$ cat src/rtl/uart_prog_loader.sv
// Boot loader: parses a 4-byte LE word-count header, then packs LE bytes into 32-bit words written to memory.
// Acks over UART once all words are written. Errors (framing, oversize count) are sticky until reset.
module uart_prog_loader #(
  parameter int         ADDR_W    = 15,
  parameter int         BASE_ADDR = 0,
  parameter logic [7:0] ACK_BYTE  = 8'hAA
) (
  input  logic              clk,
  input  logic              rstn,
  input  logic [7:0]        rx_data,
  input  logic              rx_valid,
  input  logic              rx_ferr,
  input  logic              tx_busy,
  output logic [7:0]        tx_data,
  output logic              tx_start,
  output logic              mem_we,
  output logic [ADDR_W-1:0] mem_addr,
  output logic [31:0]       mem_wdata,
  output logic              done,
  output logic              err,
  output logic [1:0]        err_code,
  output logic [ADDR_W:0]   words_loaded
);

  typedef enum logic [2:0] {S_HDR, S_BODY, S_ACK, S_DONE, S_ERR} state_t;

  localparam logic [32:0] MAX_WORDS = 33'(1) << ADDR_W;

  state_t            state_q, state_d;
  logic [1:0]        bidx_q, bidx_d;
  logic [23:0]       asm_q, asm_d;
  logic [ADDR_W:0]   cnt_q, cnt_d;
  logic [ADDR_W:0]   idx_q, idx_d;
  logic [7:0]        tx_data_q, tx_data_d;
  logic              tx_start_q, tx_start_d;
  logic              mem_we_q, mem_we_d;
  logic [ADDR_W-1:0] mem_addr_q, mem_addr_d;
  logic [31:0]       mem_wdata_q, mem_wdata_d;
  logic              done_q, done_d;
  logic              err_q, err_d;
  logic [1:0]        err_code_q, err_code_d;

  logic [31:0]       word_w;
  logic [ADDR_W:0]   idx_inc;
  logic [ADDR_W-1:0] base_w;

  // The 4th byte completes the word combinationally so the write can be issued on the next edge.
  assign word_w  = {rx_data, asm_q};
  assign idx_inc = idx_q + (ADDR_W+1)'(1);
  assign base_w  = ADDR_W'(BASE_ADDR);

  always_comb begin
    state_d     = state_q;
    bidx_d      = bidx_q;
    asm_d       = asm_q;
    cnt_d       = cnt_q;
    idx_d       = idx_q;
    tx_data_d   = tx_data_q;
    tx_start_d  = 1'b0;
    mem_we_d    = 1'b0;
    mem_addr_d  = mem_addr_q;
    mem_wdata_d = mem_wdata_q;
    done_d      = done_q;
    err_d       = err_q;
    err_code_d  = err_code_q;

    case (state_q)
      S_HDR, S_BODY: begin
        if (rx_ferr) begin
          state_d    = S_ERR;
          err_d      = 1'b1;
          err_code_d = 2'd1;
        end else if (rx_valid) begin
          bidx_d = bidx_q + 2'd1;
          case (bidx_q)
            2'd0:    asm_d[7:0]   = rx_data;
            2'd1:    asm_d[15:8]  = rx_data;
            2'd2:    asm_d[23:16] = rx_data;
            default: ;
          endcase
          if (bidx_q == 2'd3) begin
            if (state_q == S_HDR) begin
              if ({1'b0, word_w} > MAX_WORDS) begin
                state_d    = S_ERR;
                err_d      = 1'b1;
                err_code_d = 2'd2;
              end else if (word_w == 32'd0) begin
                state_d = S_ACK;
              end else begin
                state_d = S_BODY;
                cnt_d   = word_w[ADDR_W:0];
                idx_d   = '0;
              end
            end else begin
              mem_we_d    = 1'b1;
              mem_addr_d  = base_w + idx_q[ADDR_W-1:0];
              mem_wdata_d = word_w;
              idx_d       = idx_inc;
              if (idx_inc == cnt_q) state_d = S_ACK;
            end
          end
        end
      end
      S_ACK: begin
        if (!tx_busy) begin
          tx_start_d = 1'b1;
          tx_data_d  = ACK_BYTE;
          state_d    = S_DONE;
        end
      end
      S_DONE:  done_d = 1'b1;
      S_ERR:   ;
      default: state_d = S_HDR;
    endcase
  end

  always_ff @(posedge clk) begin
    if (!rstn) begin
      state_q     <= S_HDR;
      bidx_q      <= '0;
      asm_q       <= '0;
      cnt_q       <= '0;
      idx_q       <= '0;
      tx_data_q   <= '0;
      tx_start_q  <= 1'b0;
      mem_we_q    <= 1'b0;
      mem_addr_q  <= '0;
      mem_wdata_q <= '0;
      done_q      <= 1'b0;
      err_q       <= 1'b0;
      err_code_q  <= '0;
    end else begin
      state_q     <= state_d;
      bidx_q      <= bidx_d;
      asm_q       <= asm_d;
      cnt_q       <= cnt_d;
      idx_q       <= idx_d;
      tx_data_q   <= tx_data_d;
      tx_start_q  <= tx_start_d;
      mem_we_q    <= mem_we_d;
      mem_addr_q  <= mem_addr_d;
      mem_wdata_q <= mem_wdata_d;
      done_q      <= done_d;
      err_q       <= err_d;
      err_code_q  <= err_code_d;
    end
  end

  assign tx_data      = tx_data_q;
  assign tx_start     = tx_start_q;
  assign mem_we       = mem_we_q;
  assign mem_addr     = mem_addr_q;
  assign mem_wdata    = mem_wdata_q;
  assign done         = done_q;
  assign err          = err_q;
  assign err_code     = err_code_q;
  assign words_loaded = idx_q;

endmodule

$ cat config.mk
export PLATFORM = sky130hd
export DESIGN_NAME = uart_prog_loader
export DESIGN_NICKNAME = d
export VERILOG_FILES = /design/src/rtl/uart_prog_loader.sv
export SDC_FILE = /design/constraint.sdc
export NUM_CORES = 1
export LEC_CHECK = 0
export ABC_CLOCK_PERIOD_IN_PS = 2820
export BUFFER_PORTS_ARGS = -buffer_cell sky130_fd_sc_hd__buf_2
export CAP_MARGIN = 20
export CORE_ASPECT_RATIO = 0.6
export CORE_MARGIN = 4
export CORE_UTILIZATION = 30
export CTS_CLUSTER_SIZE = 12
export DETAILED_ROUTE_END_ITERATION = 7
export GPL_TIMING_DRIVEN = 1
export PLACE_DENSITY = 0.56
export SYNTH_ARGS = -nofsm -noshare
export SYNTH_HDL_FRONTEND = slang
export SYNTH_SLANG_ARGS = --single-unit
$ cat constraint.sdc
create_clock -name clk -period 2.82 [get_ports clk]
set_input_delay 0.141 -clock clk [delete_from_list [all_inputs] [get_ports clk]]
set_output_delay 0.141 -clock clk [all_outputs]
set_load 0.02 [all_outputs]
==> flow_summary.json, run 1 <==
{
  "ys_seq_area_frac": 0.4160,
  "asyncSetResetFlopFracSynth": 0,
  "worst_skew_pair.late_latency_ns": 0.41,
  "via_count_of_the_first_global_routing_pass": 4625,
  "antenna_found_initial": 0,
  "route.detailed.wl_per_inst_um": 16.14,
  "h-tree-depth": 4,
  "netSwitchingFraction": 0.2342,
  "final_core_utilization": 0.3702,
  "power_mw": 3.952,
  "instance_area_after_placement_um2": 6107,
  "max_cap_violations": 0,
  "cts_inserted_buffers": 17,
  "preCtsSetupSlack_ns": 0.3503,
  "data_required_critical_path_ns": 3.17,
  "viasPerCell": 4.924,
  "finalClockSkew_ns": 0.01001,
  "io-pin-count": 90,
  "synth_top_area_cell": "sky130_fd_sc_hd__dfxtp_1",
  "clock-root-buffer": "sky130_fd_sc_hd__clkbuf_16",
  "number_of_vias_in_the_routed_layout": 4924,
  "gp_congestion": 0.8653,
  "antenna_left": 0,
  "net-switching-power_mw": 0.9254,
  "layout_min_cycle_time_ns": 2.552,
  "synth_flop_cell": "sky130_fd_sc_hd__dfxtp_1",
  "end_kind": "flop",
  "cts_max_path_buffers": 2,
  "grt_max_degree": 91,
  "core_region_area_um2": 18070,
  "yosys.cell_types.count": 64,
  "grt_first_pass_wirelength_mm": 26.12,
  "worst-slew-pin-transition_ns": 0.7425,
  "p_seq_frac": 0.421,
  "synthCells": 684,
  "cts_num_sinks": 115,
  "synthTopCellsByCount": "179 x sky130_fd_sc_hd__nand2_1, 115 x sky130_fd_sc_hd__dfxtp_1, 97 x sky130_fd_sc_hd__a21boi_0",
  "slew-limit-headroom": 0.5050,
  "cell_internal_pwr_mw": 3.027,
  "drt_iter0_markers": 382,
  "nFillCells": 1937,
  "finish.instance_area_um2": 6688,
  "cts_post_setup_buffers_inserted": 0,
  "cp_slowest_cell": "sky130_fd_sc_hd__dfxtp_1",
  "area_used_by_multi_input_combinational_logic_um2": 2939,
  "hold_buf_cts": 0,
  "final-setup-viol-count": 0,
  "critPathMaxStageDelay_ns": 0.58,
  "hold_path_class": "input port to flop",
  "yosys.cell_count.top_type": "sky130_fd_sc_hd__nand2_1",
  "die-height_um": 113.2,
  "outcome": "finished, final reports clean",
  "drt_wl_total_mm": 16.14,
  "drc": 0,
  "timing.fmax_ghz": 0.3919,
  "max-vdd-ir-drop_mv": 0.3576,
  "worst_setup_hold_path_clk_slew_ns": 0.06,
  "placement.io_buffers": 85,
  "layout_setup_ws_ns": 0.2684,
  "cts-resized-gates": 0,
  "rsz0062_at_grt": "no",
  "reg2reg_slack_ns": 0.27,
  "cellPowerDensity_nw_per_um2": 591.0,
  "syn_to_final_growth_pct": 20.85,
  "netlist_area_um2": 5534,
  "grt_busiest_layer": "met1",
  "slew_violations": 0,
  "share_comb_of_total_power": 0.044,
  "arrival_ns": 2.90,
  "hold_viol_final": 0,
  "ff_latch_area_um2": 2302,
  "synthTopCellsByArea": "sky130_fd_sc_hd__dfxtp_1 42%, sky130_fd_sc_hd__a21boi_0 13%, sky130_fd_sc_hd__nand2_1 12%",
  "cts_tree": "done",
  "category_of_the_critical_setup_timing_path": "flop to flop",
  "globalRouteTotalUtil": 0.1586,
  "finalNonFillerCells": 1000,
  "startpoint_types": "flop",
  "globalRouteOverflowTotal": 0,
  "netlist.area_leader.share": 0.4160,
  "post_synth.cell_area_avg_um2": 8.091,
  "post_route_cells_drive_above_1_share": 0.1858,
  "power.leakage_nw": 2.593,
  "timing.critical_path.cells": "and4_1 > nand4_2 > mux2i_1 > or3b_1 > nor4_1 > a31oi_1 > nor2_1",
  "fp.dieArea_um2": 20760,
  "starting_density_of_the_core": 0.3063,
  "fin_worst_hold_slack_ns": 0.04946,
  "post_synth_edffs": 0,
  "path_max_fanout": 11,
  "dp.cells": 967,
  "postSynthRegisterBits": 115,
  "detailedRoute.firstPassIterationCount": 5,
  "horizontal_die_dimension_um": 183.3,
  "grt_util_met3": 0.04722,
  "use_met1": 0.2590,
  "layout.nets": 764,
  "timing.final.crit_share": 0.9048,
  "placementRows": 38,
  "setup-tns-final_ns": 0,
  "grtUsageMet2": 0.1939,
  "yosys_warnings": 0,
  "clock_power_share": 0.535,
  "hpwlAfterDp_mm": 11.46
}
worst max-delay path, delay by kind of cell, from the launching register on:
family             cells  cell delay [ns]
and+or+nand+nor        5             1.53
DFF                    1             0.58
muxes                  1             0.24
AOI/OAI and AO/OA      1             0.13
cells in the final DEF, fill, tap and decap left out, drive strengths merged, types with 3 or more instances in the layout:
master / synthesis / layout
dfxtp: 115 / 115
o21a: 7 / 7
o31ai: 3 / 3
ha: 5 / 5
a211o: 3 / 3
inv: 8 / 9
xor2: 9 / 9
nor3: 8 / 8
a21boi: 102 / 102
a21oi: 8 / 8
nor4: 11 / 11
nor2b: 6 / 6
conb: 1 / 4
nand3: 35 / 35
and2: 7 / 7
nand3b: 3 / 3
buf: 18 / 98
nand2: 179 / 179
clkinv: 0 / 8
xnor2: 9 / 9
nor2: 27 / 27
and4: 5 / 5
and3: 7 / 7
nor3b: 3 / 3
clkbuf: 40 / 19
or3: 4 / 4
a211oi: 3 / 3
o21ai: 15 / 15
a31oi: 5 / 5
nand4: 9 / 9
cells by family (layout without fill, tap and decap cells):
logic type      after synthesis  after routing  share of synthesized area
mux                           1              1                   0.001809
other cells                   1              5                  0.0006776
buf+inv                      66            138                    0.05517
fa+ha+maj                     5              5                    0.01130
compound gates              162            162                     0.2146
flops                       115            115                     0.4160
simple gates                316            316                     0.2720
xor+xnor                     18             18                    0.02849
final cells by class:
type                    count  share of cell area
clock buffers              19             0.06623
repair buffers             98             0.08007
inverters                   8            0.004490
well taps                 240             0.04490
clock inverters            13             0.02021
multi-input cells         506              0.4395
flip-flops and latches    115              0.3442
diodes                      1           0.0003742
routing by layer:
layer  up-vias  share of wire  wire (um)
li1       2480              -          -
met1      2281           0.56       9053
met2       150           0.36       5746
met3        13          0.076       1222
met4         0         0.0072        116
met5         -              0          0
path summary, 6_finish.rpt:
check,end,cells after the start,startpoint
hold reg to reg,err_code[1]$_SDFFE_PN0P_,2,err_code[1]$_SDFFE_PN0P_
setup reg to reg,state_q[1]$_SDFFE_PN0P_,7,words_loaded[4]$_SDFFE_PN0P_
hold / removal,mem_wdata[30]$_SDFFE_PN0P_,3,rx_data[6]
setup / recovery,state_q[1]$_SDFFE_PN0P_,7,words_loaded[4]$_SDFFE_PN0P_
registers in the layout (all words and copies together) (netlist names):
signal	cells
mem_we	1
cnt_q	16
state_q	3
words_loaded	16
tx_start	1
mem_addr	15
done	1
tx_data	1
mem_wdata	32
err	1
asm_q	24
bidx_q	2
err_code	2
power groups by stage:
stage,Sequential [mW],Clock (mW),Combinational (mW)
finish,1.66,2.11,0.175
global route,1.66,2.24,0.193
CTS,1.66,2.16,0.174
detailed placement,1.70,0,0.173
global placement,1.70,0,0.172
floorplan,1.69,0,0.116
No activity file was read; power rests on OpenSTA's default activity.
==> run 2: changes to the inputs <==
--- a/config.mk
+++ b/config.mk
@@ -8,13 +8,15 @@
 export ABC_CLOCK_PERIOD_IN_PS = 2820
 export BUFFER_PORTS_ARGS = -buffer_cell sky130_fd_sc_hd__buf_2
 export CAP_MARGIN = 20
+export CELL_PAD_IN_SITES_DETAIL_PLACEMENT = 1
+export CELL_PAD_IN_SITES_GLOBAL_PLACEMENT = 1
 export CORE_ASPECT_RATIO = 0.6
 export CORE_MARGIN = 4
 export CORE_UTILIZATION = 30
 export CTS_CLUSTER_SIZE = 12
 export DETAILED_ROUTE_END_ITERATION = 7
 export GPL_TIMING_DRIVEN = 1
-export PLACE_DENSITY = 0.56
+export PLACE_DENSITY = 0.68
 export SYNTH_ARGS = -nofsm -noshare
 export SYNTH_HDL_FRONTEND = slang
 export SYNTH_SLANG_ARGS = --single-unit
==> flow_summary.json, run 2 (synthesis gave the netlist of run 1 again) <==
{
  "layout_setup_ws_ns": 0.2613,
  "starting_density_of_the_core": 0.3063,
  "grtUsageMet2": 0.2491,
  "use_met1": 0.2692,
  "r2r_start": "words_loaded[1]$_SDFFE_PN0P_",
  "finalClockSkew_ns": 0.01115,
  "hold_viol_final": 0,
  "core_region_area_um2": 18070,
  "end_kind": "flop",
  "drt_iter0_markers": 266,
  "grt_max_degree": 71,
  "worst_skew_pair.late_latency_ns": 0.42,
  "min_from": "rx_data[1]",
  "hold_path_class": "input port to flop",
  "post_route_cells_drive_above_1_share": 0.1956,
  "max_cap_violations": 0,
  "gp_congestion": 0.8202,
  "layout.cells.most_common_list": "179 x sky130_fd_sc_hd__nand2_1, 115 x sky130_fd_sc_hd__dfxtp_1, 97 x sky130_fd_sc_hd__a21boi_0, 85 x sky130_fd_sc_hd__buf_2, 34 x sky130_fd_sc_hd__nand3_1",
  "flip_flop_count_of_the_largest_register_after_layout": 32,
  "setup-tns-final_ns": 0,
  "die-height_um": 113.2,
  "startpoint_types": "flop",
  "drt_wl_total_mm": 17.79,
  "horizontal_die_dimension_um": 183.3,
  "slew-limit-headroom": 0.6124,
  "layout_commonest_cell": "sky130_fd_sc_hd__nand2_1",
  "fp.dieArea_um2": 20760,
  "preCtsSetupSlack_ns": 0.2454,
  "worst_setup_hold_path_clk_slew_ns": 0.06,
  "data_required_critical_path_ns": 3.12,
  "power.leakage_nw": 2.638,
  "nFillCells": 2203,
  "globalRouteTotalUtil": 0.1755,
  "syn_to_final_growth_pct": 22.45,
  "antenna_found_initial": 0,
  "max-vdd-ir-drop_mv": 0.2798,
  "via_count_of_the_first_global_routing_pass": 5165,
  "path_max_fanout": 10,
  "timing.final.crit_share": 0.9073,
  "io-pin-count": 90,
  "final-setup-viol-count": 0,
  "drc": 0,
  "clock-root-buffer": "sky130_fd_sc_hd__clkbuf_16",
  "diodes": 0,
  "globalRouteOverflowTotal": 0,
  "rsz0062_at_grt": "no",
  "hpwlAfterDp_mm": 12.65,
  "layout.nets": 772,
  "grt_busiest_layer": "met1",
  "layout_min_cycle_time_ns": 2.559,
  "critPathLaunch": "words_loaded[1]$_SDFFE_PN0P_",
  "number_of_vias_in_the_routed_layout": 5109,
  "category_of_the_critical_setup_timing_path": "flop to flop",
  "h-tree-depth": 4,
  "timing.fmax_ghz": 0.3908,
  "slew_violations": 0,
  "cellPowerDensity_nw_per_um2": 603.9,
  "grt_util_met3": 0.04658,
  "grt_first_pass_wirelength_mm": 28.96,
  "cts_num_sinks": 115,
  "viasPerCell": 5.073,
  "route.detailed.wl_per_inst_um": 17.66,
  "cts_max_path_buffers": 2,
  "cts_inserted_buffers": 17,
  "placementRows": 38,
  "placement.io_buffers": 85,
  "cts_tree": "done",
  "arrival_ns": 2.86,
  "antenna_left": 0,
  "final_core_utilization": 0.3751,
  "worst-slew-pin-transition_ns": 0.5769,
  "detailedRoute.firstPassIterationCount": 5,
  "outcome": "finished, final reports clean"
}
[run 2: routing by layer]
| metal | part of all wire | wire length, um |
|---|---|---|
| met5 | 0 | 0 |
| met4 | 0.0053 | 95 |
| met3 | 0.052 | 917 |
| met2 | 0.40 | 7190 |
| met1 | 0.54 | 9584 |
[run 2: final timing paths]
kind / cells after the start / slack, ns / to
worst min-delay path: 3 / 0.03 / mem_wdata[25]$_SDFFE_PN0P_
worst min register to register: 2 / 0.45 / err_code[1]$_SDFFE_PN0P_
worst max-delay path: 8 / 0.26 / state_q[0]$_SDFFE_PN0P_
worst max register to register: 8 / 0.26 / state_q[0]$_SDFFE_PN0P_
[run 2: area by class of cell]
class	count	area (um2)	share of cell area
clock buffers	18	429.2	0.06333
clock inverters	14	178.9	0.02640
inverters	8	30.03	0.004431
multi-input cells	506	2940	0.4339
flip-flops and latches	115	2302	0.3397
well taps	240	300.3	0.04431
repair buffers	106	595.6	0.08789
[run 2: metrics by stage]
stage               instances  hold slack [ns]  area [um2]  power (mW)
floorplan                 687           0.2859        5545       1.811
global placement          975           0.4468        6167       1.877
detailed placement        975           0.4525        6167       1.878
CTS                      1007          0.02453        6775       4.136
global route             1007          0.04857        6777       4.230
finish                   1007          0.03330        6777       4.092
[run 2: report_power, final]
part | total (mW) | switching (mW) | leakage (nW) | internal (mW)
registers | 1.66 | 0.0190 | 0.928 | 1.64
clock network | 2.25 | 0.846 | 0.287 | 1.40
logic | 0.186 | 0.117 | 1.42 | 0.0682
[run 2: critical path, stage by stage (launching register included)]
cell and delay, ns:
sky130_fd_sc_hd__dfxtp_1 0.36, sky130_fd_sc_hd__ha_1 0.32, sky130_fd_sc_hd__and4_2 0.43, sky130_fd_sc_hd__a21oi_1 0.13, sky130_fd_sc_hd__a211o_1 0.29, sky130_fd_sc_hd__a22oi_1 0.26, sky130_fd_sc_hd__or3b_1 0.38, sky130_fd_sc_hd__o211ai_1 0.18
sky130_fd_sc_hd__a21boi_1 0.09
[run 2: repair_timing]
action                     CTS  global route
gates resized for setup      0             1
hold buffers                 0             0
setup buffers                0             0
setup endpoints to repair    0             1
